===== config.mk =====
export PLATFORM = sky130hd
export DESIGN_NAME = axi4_stream_header_merge_flat
export DESIGN_NICKNAME = d
export VERILOG_FILES = /design/src/rtl/axi4_stream_hdr_pkg.sv /design/src/rtl/axi4_stream_if.sv /design/src/rtl/axi4_stream_skid_buf.sv /design/src/rtl/axi4_stream_header_merge.sv /design/src/flat_wrapper.sv
export SDC_FILE = /design/constraint.sdc
export NUM_CORES = 1
export LEC_CHECK = 0
export CAP_MARGIN = 0
export CORE_ASPECT_RATIO = 0.7
export CORE_MARGIN = 4
export CORE_UTILIZATION = 35
export CTS_BUF_LIST = sky130_fd_sc_hd__clkbuf_16
export DETAILED_ROUTE_END_ITERATION = 12
export PLACE_DENSITY = 0.7
export SETUP_SLACK_MARGIN = 0.5
export SLEW_MARGIN = 20
export SYNTH_ARGS = -nofsm -noshare
export SYNTH_HDL_FRONTEND = slang
export SYNTH_HIERARCHICAL = 1
export SYNTH_SLANG_ARGS = --single-unit

===== constraint.sdc =====
create_clock -name clk_i -period 4.1 [get_ports clk_i]
set_clock_uncertainty 0.15 [all_clocks]
set_input_delay 0.82 -clock clk_i [delete_from_list [all_inputs] [get_ports clk_i]]
set_output_delay 0.82 -clock clk_i [all_outputs]
set_load 0.05 [all_outputs]

===== src/rtl/axi4_stream_hdr_pkg.sv =====
// Shared types and the per-lane first-beat merge rule for the header merge block.
package axi4_stream_hdr_pkg;

  typedef enum logic {FIRST, BODY} hdr_merge_state_t;

  // One byte lane after merging; hit flags a header lane that already carried data.
  typedef struct packed {
    logic [7:0] data;
    logic       keep;
    logic       strb;
    logic       hit;
  } lane_beat_t;

  function automatic lane_beat_t merge_first_beat(
    input logic [7:0]  data,
    input logic        keep,
    input logic        strb,
    input logic [7:0]  hdr,
    input int unsigned len,
    input int unsigned lane
  );
    lane_beat_t r;
    r.hit = 1'b0;
    if (lane < len) begin
      r.data = hdr;
      r.keep = 1'b1;
      r.strb = 1'b1;
      r.hit  = keep | strb;
    end else begin
      r.data = data;
      r.keep = keep;
      r.strb = strb;
    end
    return r;
  endfunction

endpackage


===== src/rtl/axi4_stream_if.sv =====
// AXI4-Stream bundle with master/slave views.
interface axi4_stream_if #(
  parameter int DATA_WIDTH = 32,
  parameter int ID_WIDTH   = 1,
  parameter int DEST_WIDTH = 1,
  parameter int USER_WIDTH = 1
);
  localparam int DATA_WIDTH_B = DATA_WIDTH / 8;

  logic                    tvalid;
  logic                    tready;
  logic [DATA_WIDTH-1:0]   tdata;
  logic [DATA_WIDTH_B-1:0] tkeep;
  logic [DATA_WIDTH_B-1:0] tstrb;
  logic [ID_WIDTH-1:0]     tid;
  logic [DEST_WIDTH-1:0]   tdest;
  logic [USER_WIDTH-1:0]   tuser;
  logic                    tlast;

  modport master (output tvalid, tdata, tkeep, tstrb, tid, tdest, tuser, tlast, input tready);
  modport slave  (input tvalid, tdata, tkeep, tstrb, tid, tdest, tuser, tlast, output tready);
endinterface


===== src/rtl/axi4_stream_skid_buf.sv =====
// Two-entry register slice on a full AXI4-Stream beat; in_ready is a flop so the
// upstream never sees out_ready combinationally.
module axi4_stream_skid_buf #(
  parameter int DATA_WIDTH = 32,
  parameter int ID_WIDTH   = 1,
  parameter int DEST_WIDTH = 1,
  parameter int USER_WIDTH = 1,
  localparam int BEAT_W    = DATA_WIDTH + 2 * (DATA_WIDTH / 8) + ID_WIDTH + DEST_WIDTH + USER_WIDTH + 1
) (
  input  logic              clk_i,
  input  logic              rst_i,
  input  logic              in_valid,
  output logic              in_ready,
  input  logic [BEAT_W-1:0] in_beat,
  output logic              out_valid,
  input  logic              out_ready,
  output logic [BEAT_W-1:0] out_beat
);

  logic [BEAT_W-1:0] skid_q;
  logic              skid_vld_q, skid_vld_d;
  logic              room_q;
  logic              push, load_out;

  assign push     = in_valid && room_q;
  assign load_out = !out_valid || out_ready;
  assign in_ready = room_q;

  // Room exists only when the spare entry will be empty after this edge.
  always_comb begin
    skid_vld_d = skid_vld_q;
    if (load_out)  skid_vld_d = 1'b0;
    else if (push) skid_vld_d = 1'b1;
  end

  always_ff @(posedge clk_i or posedge rst_i) begin
    if (rst_i) begin
      out_valid  <= 1'b0;
      out_beat   <= '0;
      skid_q     <= '0;
      skid_vld_q <= 1'b0;
      room_q     <= 1'b1;
    end else begin
      skid_vld_q <= skid_vld_d;
      room_q     <= !skid_vld_d;
      if (load_out) begin
        if (skid_vld_q) begin
          out_valid <= 1'b1;
          out_beat  <= skid_q;
        end else begin
          out_valid <= push;
          if (push) out_beat <= in_beat;
        end
      end else if (push) begin
        skid_q <= in_beat;
      end
    end
  end

endmodule


===== src/rtl/axi4_stream_header_merge.sv =====
// Fills the vacated low lanes of each packet's first beat with a separately
// handshaken header word; output registered through a two-entry skid buffer.
module axi4_stream_header_merge
  import axi4_stream_hdr_pkg::*;
#(
  parameter int DATA_WIDTH     = 32,
  parameter int ID_WIDTH       = 1,
  parameter int DEST_WIDTH     = 1,
  parameter int USER_WIDTH     = 1,
  parameter int DATA_WIDTH_B   = DATA_WIDTH / 8,
  parameter int DATA_WIDTH_B_W = $clog2(DATA_WIDTH_B)
) (
  input  logic                      clk_i,
  input  logic                      rst_i,
  input  logic [DATA_WIDTH-1:0]     hdr_i,
  input  logic [DATA_WIDTH_B_W-1:0] hdr_len_i,
  input  logic                      hdr_valid_i,
  output logic                      hdr_ready_o,
  output logic                      collision_o,
  axi4_stream_if.slave              pkt_i,
  axi4_stream_if.master             pkt_o
);

  localparam int BEAT_W = DATA_WIDTH + 2 * DATA_WIDTH_B + ID_WIDTH + DEST_WIDTH + USER_WIDTH + 1;

  hdr_merge_state_t          state_q, state_d;
  logic                      hdr_held_q;
  logic [DATA_WIDTH-1:0]     hdr_q;
  logic [DATA_WIDTH_B_W-1:0] len_q;
  logic                      collision_q;

  logic                      skid_room;
  logic                      in_fire, first;
  logic [DATA_WIDTH-1:0]     mrg_data;
  logic [DATA_WIDTH_B-1:0]   mrg_keep, mrg_strb, hit;
  logic [BEAT_W-1:0]         in_beat, out_beat;

  assign first        = (state_q == FIRST);
  // A first beat never bypasses the header register, so it waits for hdr_held.
  assign pkt_i.tready = skid_room && (!first || hdr_held_q);
  assign in_fire      = pkt_i.tvalid && pkt_i.tready;
  assign hdr_ready_o  = !hdr_held_q;
  assign collision_o  = collision_q;

  for (genvar i = 0; i < DATA_WIDTH_B; i++) begin : g_lane
    lane_beat_t m;
    assign m = merge_first_beat(pkt_i.tdata[i*8 +: 8], pkt_i.tkeep[i], pkt_i.tstrb[i],
                                hdr_q[i*8 +: 8], 32'(len_q), 32'(i));
    assign mrg_data[i*8 +: 8] = first ? m.data : pkt_i.tdata[i*8 +: 8];
    assign mrg_keep[i]        = first ? m.keep : pkt_i.tkeep[i];
    assign mrg_strb[i]        = first ? m.strb : pkt_i.tstrb[i];
    assign hit[i]             = m.hit;
  end

  always_comb begin
    state_d = state_q;
    unique case (state_q)
      FIRST: if (in_fire && !pkt_i.tlast) state_d = BODY;
      BODY:  if (in_fire &&  pkt_i.tlast) state_d = FIRST;
    endcase
  end

  // Header capture and first-beat consumption are mutually exclusive: the
  // first beat is only accepted while a header is already held.
  always_ff @(posedge clk_i or posedge rst_i) begin
    if (rst_i) begin
      state_q     <= FIRST;
      hdr_held_q  <= 1'b0;
      hdr_q       <= '0;
      len_q       <= '0;
      collision_q <= 1'b0;
    end else begin
      state_q     <= state_d;
      collision_q <= in_fire && first && (|hit);
      if (hdr_valid_i && !hdr_held_q) begin
        hdr_q      <= hdr_i;
        len_q      <= hdr_len_i;
        hdr_held_q <= 1'b1;
      end else if (in_fire && first) begin
        hdr_held_q <= 1'b0;
      end
    end
  end

  assign in_beat = {mrg_data, mrg_keep, mrg_strb, pkt_i.tid, pkt_i.tdest, pkt_i.tuser, pkt_i.tlast};

  axi4_stream_skid_buf #(
    .DATA_WIDTH (DATA_WIDTH),
    .ID_WIDTH   (ID_WIDTH),
    .DEST_WIDTH (DEST_WIDTH),
    .USER_WIDTH (USER_WIDTH)
  ) u_skid (
    .clk_i     (clk_i),
    .rst_i     (rst_i),
    .in_valid  (pkt_i.tvalid && (!first || hdr_held_q)),
    .in_ready  (skid_room),
    .in_beat   (in_beat),
    .out_valid (pkt_o.tvalid),
    .out_ready (pkt_o.tready),
    .out_beat  (out_beat)
  );

  assign {pkt_o.tdata, pkt_o.tkeep, pkt_o.tstrb, pkt_o.tid, pkt_o.tdest, pkt_o.tuser, pkt_o.tlast} = out_beat;

endmodule


===== src/flat_wrapper.sv =====
// flat-port wrapper written by rule: the top's interface ports become plain ports
module axi4_stream_header_merge_flat import axi4_stream_hdr_pkg::*;
#(
  parameter int DATA_WIDTH     = 32,
  parameter int ID_WIDTH       = 1,
  parameter int DEST_WIDTH     = 1,
  parameter int USER_WIDTH     = 1,
  parameter int DATA_WIDTH_B   = DATA_WIDTH / 8,
  parameter int DATA_WIDTH_B_W = $clog2(DATA_WIDTH_B)
)
  (clk_i, rst_i, hdr_i, hdr_len_i, hdr_valid_i, hdr_ready_o, collision_o, pkt_i_tvalid, pkt_i_tdata, pkt_i_tkeep, pkt_i_tstrb, pkt_i_tid, pkt_i_tdest, pkt_i_tuser, pkt_i_tlast, pkt_i_tready, pkt_o_tvalid, pkt_o_tdata, pkt_o_tkeep, pkt_o_tstrb, pkt_o_tid, pkt_o_tdest, pkt_o_tuser, pkt_o_tlast, pkt_o_tready);
  axi4_stream_if #(.DATA_WIDTH(DATA_WIDTH), .ID_WIDTH(ID_WIDTH), .DEST_WIDTH(DEST_WIDTH), .USER_WIDTH(USER_WIDTH)) pkt_i_i ();
  axi4_stream_if #(.DATA_WIDTH(DATA_WIDTH), .ID_WIDTH(ID_WIDTH), .DEST_WIDTH(DEST_WIDTH), .USER_WIDTH(USER_WIDTH)) pkt_o_i ();
  input  logic clk_i;
  input  logic rst_i;
  input  logic [DATA_WIDTH-1:0] hdr_i;
  input  logic [DATA_WIDTH_B_W-1:0] hdr_len_i;
  input  logic hdr_valid_i;
  output logic hdr_ready_o;
  output logic collision_o;
  input wire logic [$bits(pkt_i_i.tvalid)-1:0] pkt_i_tvalid;
  input wire logic [$bits(pkt_i_i.tdata)-1:0] pkt_i_tdata;
  input wire logic [$bits(pkt_i_i.tkeep)-1:0] pkt_i_tkeep;
  input wire logic [$bits(pkt_i_i.tstrb)-1:0] pkt_i_tstrb;
  input wire logic [$bits(pkt_i_i.tid)-1:0] pkt_i_tid;
  input wire logic [$bits(pkt_i_i.tdest)-1:0] pkt_i_tdest;
  input wire logic [$bits(pkt_i_i.tuser)-1:0] pkt_i_tuser;
  input wire logic [$bits(pkt_i_i.tlast)-1:0] pkt_i_tlast;
  output wire logic [$bits(pkt_i_i.tready)-1:0] pkt_i_tready;
  output wire logic [$bits(pkt_o_i.tvalid)-1:0] pkt_o_tvalid;
  output wire logic [$bits(pkt_o_i.tdata)-1:0] pkt_o_tdata;
  output wire logic [$bits(pkt_o_i.tkeep)-1:0] pkt_o_tkeep;
  output wire logic [$bits(pkt_o_i.tstrb)-1:0] pkt_o_tstrb;
  output wire logic [$bits(pkt_o_i.tid)-1:0] pkt_o_tid;
  output wire logic [$bits(pkt_o_i.tdest)-1:0] pkt_o_tdest;
  output wire logic [$bits(pkt_o_i.tuser)-1:0] pkt_o_tuser;
  output wire logic [$bits(pkt_o_i.tlast)-1:0] pkt_o_tlast;
  input wire logic [$bits(pkt_o_i.tready)-1:0] pkt_o_tready;
  assign pkt_i_i.tvalid = pkt_i_tvalid;
  assign pkt_i_i.tdata = pkt_i_tdata;
  assign pkt_i_i.tkeep = pkt_i_tkeep;
  assign pkt_i_i.tstrb = pkt_i_tstrb;
  assign pkt_i_i.tid = pkt_i_tid;
  assign pkt_i_i.tdest = pkt_i_tdest;
  assign pkt_i_i.tuser = pkt_i_tuser;
  assign pkt_i_i.tlast = pkt_i_tlast;
  assign pkt_i_tready = pkt_i_i.tready;
  assign pkt_o_tvalid = pkt_o_i.tvalid;
  assign pkt_o_tdata = pkt_o_i.tdata;
  assign pkt_o_tkeep = pkt_o_i.tkeep;
  assign pkt_o_tstrb = pkt_o_i.tstrb;
  assign pkt_o_tid = pkt_o_i.tid;
  assign pkt_o_tdest = pkt_o_i.tdest;
  assign pkt_o_tuser = pkt_o_i.tuser;
  assign pkt_o_tlast = pkt_o_i.tlast;
  assign pkt_o_i.tready = pkt_o_tready;
  axi4_stream_header_merge #(.DATA_WIDTH(DATA_WIDTH), .ID_WIDTH(ID_WIDTH), .DEST_WIDTH(DEST_WIDTH), .USER_WIDTH(USER_WIDTH), .DATA_WIDTH_B(DATA_WIDTH_B), .DATA_WIDTH_B_W(DATA_WIDTH_B_W)) u_core (.clk_i(clk_i), .rst_i(rst_i), .hdr_i(hdr_i), .hdr_len_i(hdr_len_i), .hdr_valid_i(hdr_valid_i), .hdr_ready_o(hdr_ready_o), .collision_o(collision_o), .pkt_i(pkt_i_i), .pkt_o(pkt_o_i));
endmodule

# Word level (Yosys, flattened, before mapping)
# Cells that the tools add are included.
[word_totals]
register_bits = 120
output_inout_bits = 48
elab_cells = 63
in_bits = 83
[classes]
reduce_logical = 20
order_cmp = 3
muxes = 25
bitwise_logic = 5
[ops]
columns = ["cell", "count"]
rows = [
  ["2-to-1 mux 44 bit", 2],
  ["2-to-1 mux 10 bit", 3],
  ["2-to-1 mux 8 bit", 3],
  ["2-to-1 mux 1 bit", 16],
  ["logical AND 1 bit", 9],
  ["zero test 1 bit", 4],
  ["< comparator 1 x 2 -> 1 bit, first input constant", 2],
  ["AND reduction 2 bit", 2],
  ["nonzero test 2 bit", 2],
  ["OR 1 bit", 3],
  ["OR reduction 3 bit", 1],
  ["logical OR 1 bit", 2],
  ["< comparator 2 bit, first input constant", 1],
  ["NOT 1 bit", 2],
  ["case mux 1 bit (2 select lines)", 1],
]

# Longest topological paths before layout
[depth]
depth_word = 6
ltp_mapped = 5
ltp_nobuf = 4

# Modules after synthesis
# The synthesis kept the hierarchy.
[modules_own_cells]
columns = ["mod", "cells_per_inst", "area_each_um2", "seq_area_each_um2", "instances"]
rows = [
  ["axi4_stream_skid_buf", 245, 3998.8, 2278.4, 1],
  ["axi4_stream_header_merge", 105, 1579.0, 725.7, 1],
]

# Least setup slack after synthesis
# OpenSTA, ideal clock, no wires.
[synth_path]
path_kind = "in2reg"
startpoint = "input pkt_i_tvalid"
endpoint = "register u_core.u_skid.out_beat[0]"
setup_slack_ns = 2.024
n_path_buf = 1
t_required_ns = 3.825
stages = 5
setup_time_ns = 0.125
t_arrival_ns = 1.801
path_cell_list = "o21a_1 -> a21oi_4 -> nor2_4 -> buf_6 -> mux2_2"
[synth_via]
elab_chain_len = 4
[synth_rtl]
columns = ["item", "line", "rtl"]
rows = [
  ["start: declaration", "flat_wrapper.sv:21", "input wire logic [$bits(pkt_i_i.tvalid)-1:0] pkt_i_tvalid;"],
  ["logical AND 1 bit", "axi4_stream_header_merge.sv:95", ".in_valid (pkt_i.tvalid && (!first || hdr_held_q)),"],
  ["logical AND 1 bit", "axi4_stream_skid_buf.sv:25", "assign push = in_valid && room_q;"],
  ["nonzero test 2 bit (no line)", "--", ""],
  ["AND reduction 2 bit (no line)", "--", ""],
  ["end signal: assignment", "axi4_stream_skid_buf.sv:49", "out_beat <= skid_q;"],
  ["end signal: assignment", "axi4_stream_skid_buf.sv:52", "if (push) out_beat <= in_beat;"],
  ["end: declaration", "axi4_stream_skid_buf.sv:17", "output logic [BEAT_W-1:0] out_beat"],
]
# Every way passes these cells.
# A chain may end at the register's enable or synchronous reset.

# Final worst setup path
[layout_path]
startpoint = "register u_core.u_skid.room_q, in the netlist u_core/u_skid/in_ready"
endpoint = "output pkt_i_tready"
[layout_via]
elab_chain_len = 1
[layout_rtl]
columns = ["item", "line", "rtl"]
rows = [
  ["start: declaration", "axi4_stream_skid_buf.sv:22", "logic room_q;"],
  ["start signal: assignment", "axi4_stream_skid_buf.sv:45", "room_q <= !skid_vld_d;"],
  ["logical AND 1 bit", "axi4_stream_header_merge.sv:40", "assign pkt_i.tready = skid_room && (!first || hdr_held_q);"],
  ["end: declaration", "flat_wrapper.sv:29", "output wire logic [$bits(pkt_i_i.tready)-1:0] pkt_i_tready;"],
]
# Every way passes these cells.

==> flow_summary.json <==
{
  "clock_latency_ns": 0.40,
  "drt_wl_total_um": 12500,
  "hold_viol": 0,
  "cts_max_path_buffers": 2,
  "seqPwrFrac_pct": 34.8,
  "syn-num-nets": 433,
  "cts_sinks": 120,
  "synthCells": 350,
  "die-height_um": 114,
  "slew_violations": 0,
  "max_freq_mhz": 340,
  "hp-class": "flop to flop",
  "slew_headroom_pct": 49.7,
  "final_common_cell": "mux2_2",
  "cts_made_buffers": 17,
  "grt_usage_pct": 14.7,
  "diodes": 0,
  "cts_tree": "built",
  "worstSetupStartpointType": "flop",
  "dpl.hpwl_um": 8500,
  "layout_common_cells": "mux2_2, clkdlybuf4s50_1, dfrtp_1",
  "slowest_delay_ns": 0.83,
  "leakage_nw": 3.04,
  "crit_type": "flop to output port",
  "period_needed_ns": 2.94,
  "synth_area_leader_cell": "dfrtp_1",
  "cts-root-buf": "clkbuf_16",
  "dieWidth_um": 159,
  "cts_setup_buffers": 0,
  "drv_cap": 0,
  "period_share_pct": 71.8,
  "power_mw": 6.07,
  "rsz0062_at_grt": "false",
  "detail_route.vias_per_cell": 4.84,
  "drive_above_1_share_pct": 45.5,
  "grt-ovfl-total": 0,
  "dr.pass1.iters": 4,
  "ant_nets": 0,
  "placementRows": 38,
  "power.switching_mw": 2.26,
  "tns_ns": 0,
  "setup_violations": 0,
  "grt_pass1_wl_um": 20800,
  "postCtsHoldBufs": 0,
  "p_per_area_mw_per_mm2": 821,
  "grt_pass1_vias": 3853,
  "ys_top_cells_by_area": "dfrtp_1, mux2_2, mux2_4, buf_6, buf_12",
  "ys_types": 27,
  "multiInputGateArea_mm2": 0.00235,
  "cp_cell_sequence": "o21a_1 -> clkdlybuf4s50_1",
  "power_frac_comb_pct": 44.7,
  "utilization_pct": 47.6,
  "status": "completed",
  "cp.arrival_ns": 1.97,
  "cts_resized": 0,
  "drt_iter0_markers": 108,
  "portBuffers": 122,
  "seqCellArea_mm2": 0.00301,
  "ir_worst_vdd_v": 0.000437,
  "final_nets": 563,
  "grt_max_degree": 51,
  "antenna_found_initial": 0,
  "syn2layout_area_growth_pct": 32.6,
  "drc": 0,
  "cp_data_required_time_ns": 3.13,
  "ys_ff_latch": 120,
  "syn-mean-instance-area_um2": 15.9,
  "nFillCells": 1326,
  "r2r_slack_ns": 1.79,
  "htreeDepth": 4,
  "critPathTopFamily": "buffers and inverters",
  "cp_max_fo": 5,
  "syn-cell-area_mm2": 0.00558,
  "yosysTopAreaCellShare_pct": 53.4,
  "io_pins": 131,
  "cts.clk_slew.worst_paths_ns": 0.05,
  "synth.yosys.seq_area_share_pct": 53.9,
  "initial_utilization_pct": 35.9,
  "tightestPinTransition_ns": 0.755,
  "clkPwrFrac_pct": 20.5,
  "wl_per_cell_um": 18.2,
  "cpMaxStageDelayCell": "clkdlybuf4s50_1",
  "switching_share_pct": 37.2,
  "cp-end-kind": "output port",
  "core-area_mm2": 0.0155,
  "worst-path-buf-inv": 1,
  "vias": 3340,
  "die_area_mm2": 0.0181,
  "p_int_mw": 3.81,
  "gp_congestion": 0.748,
  "ys_warn_count": 6
}
==> registers in the layout, indices dropped and copies added, names as in the netlist, named ones only <==
name and count:
u_core/u_skid/skid_q 44, u_core/u_skid/out_valid 1, u_core/u_skid/in_ready 1, u_core/u_skid/out_beat 44, u_core/u_skid/skid_vld_q 1, u_core/collision_o 1, u_core/hdr_held_q 1, u_core/len_q 2
u_core/hdr_q 24
==> worst paths after layout <==
check                                              from                    endpoint  depth (start not counted)
worst min-delay path            u_core/u_skid/skid_q[2]     u_core/u_skid/skid_q[2]                          1
max in group asynchronous                         rst_i            u_core/hdr_q[16]                          3
min in group asynchronous                         rst_i  u_core/u_skid/out_beat[21]                          2
worst min register to register  u_core/u_skid/skid_q[2]     u_core/u_skid/skid_q[2]                          1
worst max register to register        u_core/hdr_held_q  u_core/u_skid/out_beat[22]                          5
worst max-delay path             u_core/u_skid/in_ready                pkt_i_tready                          2
==> final cells by class <==
type	count	share of cell area, %
tap	200	3.38
clock buffer	17	5.75
sequential	120	40.6
inverter	5	0.288
clock inverter	12	0.879
multi-input combinational	208	31.8
timing repair buffer	128	17.3
==> routing by layer <==
metal | GRT usage [%] | vias up | routed length [um]
met3 | 5.49 | 14 | 947
met2 | 22.6 | 114 | 5500
met4 | 4.16 | 0 | 178
met1 | 19.8 | 1686 | 5910
li1 | - | 1526 | -
met5 | 0 | - | 0
==> per-stage QoR <==
stage / cells / hold slack [ns] / setup slack (ns) / instance area, um^2
after floorplan: 350 / 0.324 / 0.768 / 5580
after global placement: 661 / 0.331 / 0.921 / 6910
after detailed placement: 661 / 0.337 / 0.897 / 6910
after CTS: 690 / 0.351 / 1.11 / 7400
after global routing: 690 / 0.365 / 1.07 / 7400
final: 690 / 0.351 / 1.16 / 7400
==> worst reg2reg max path: cells and delay by family, from the launching register on <==
family	cells	cell delay, ns
AOI/OAI and AO/OA	2	0.38
muxes	1	0.38
and+or+nand+nor	1	0.46
DFF	1	0.46
buffers and inverters	1	0.38
==> power groups by stage <==
stage          clock network, mW  registers (mW)  logic (mW)
3_5_place_dp                   0            2.13        2.75
5_1_grt                     1.34            2.19        2.88
3_3_place_gp                   0            2.09        2.69
4_1_cts                     1.29            2.12        2.75
6_report                    1.25            2.11        2.72
2_1_floorplan                  0            2.83        1.23
==> kinds of logic after synthesis <==
group / count (synthesis) / share of synthesized area [%]
DFF: 120 / 53.9
and+or+nand+nor: 16 / 2.38
muxes: 182 / 38.1
AOI/OAI and AO/OA: 10 / 1.62
buffers and inverters: 22 / 4.06
==> cell usage after synthesis <==
library cell / count
nand3_4: 1
mux2_2: 162
buf_4: 1
o41ai_1: 1
nand2b_1: 5
o21ai_0: 1
o22a_1: 1
o211ai_1: 1
o21a_1: 2
a32oi_1: 1
clkbuf_8: 1
inv_1: 5
or2b_1: 4
nand3b_2: 1
buf_6: 13
nor2b_2: 1
nand2_1: 1
buf_12: 2
nor2b_4: 1
a311oi_1: 1
dfrtp_1: 119
mux2_4: 20
nor2_4: 1
dfstp_2: 1
a21oi_4: 1
nand3_1: 1
o21bai_2: 1
Note: power is estimated with default switching activity, not from simulation.
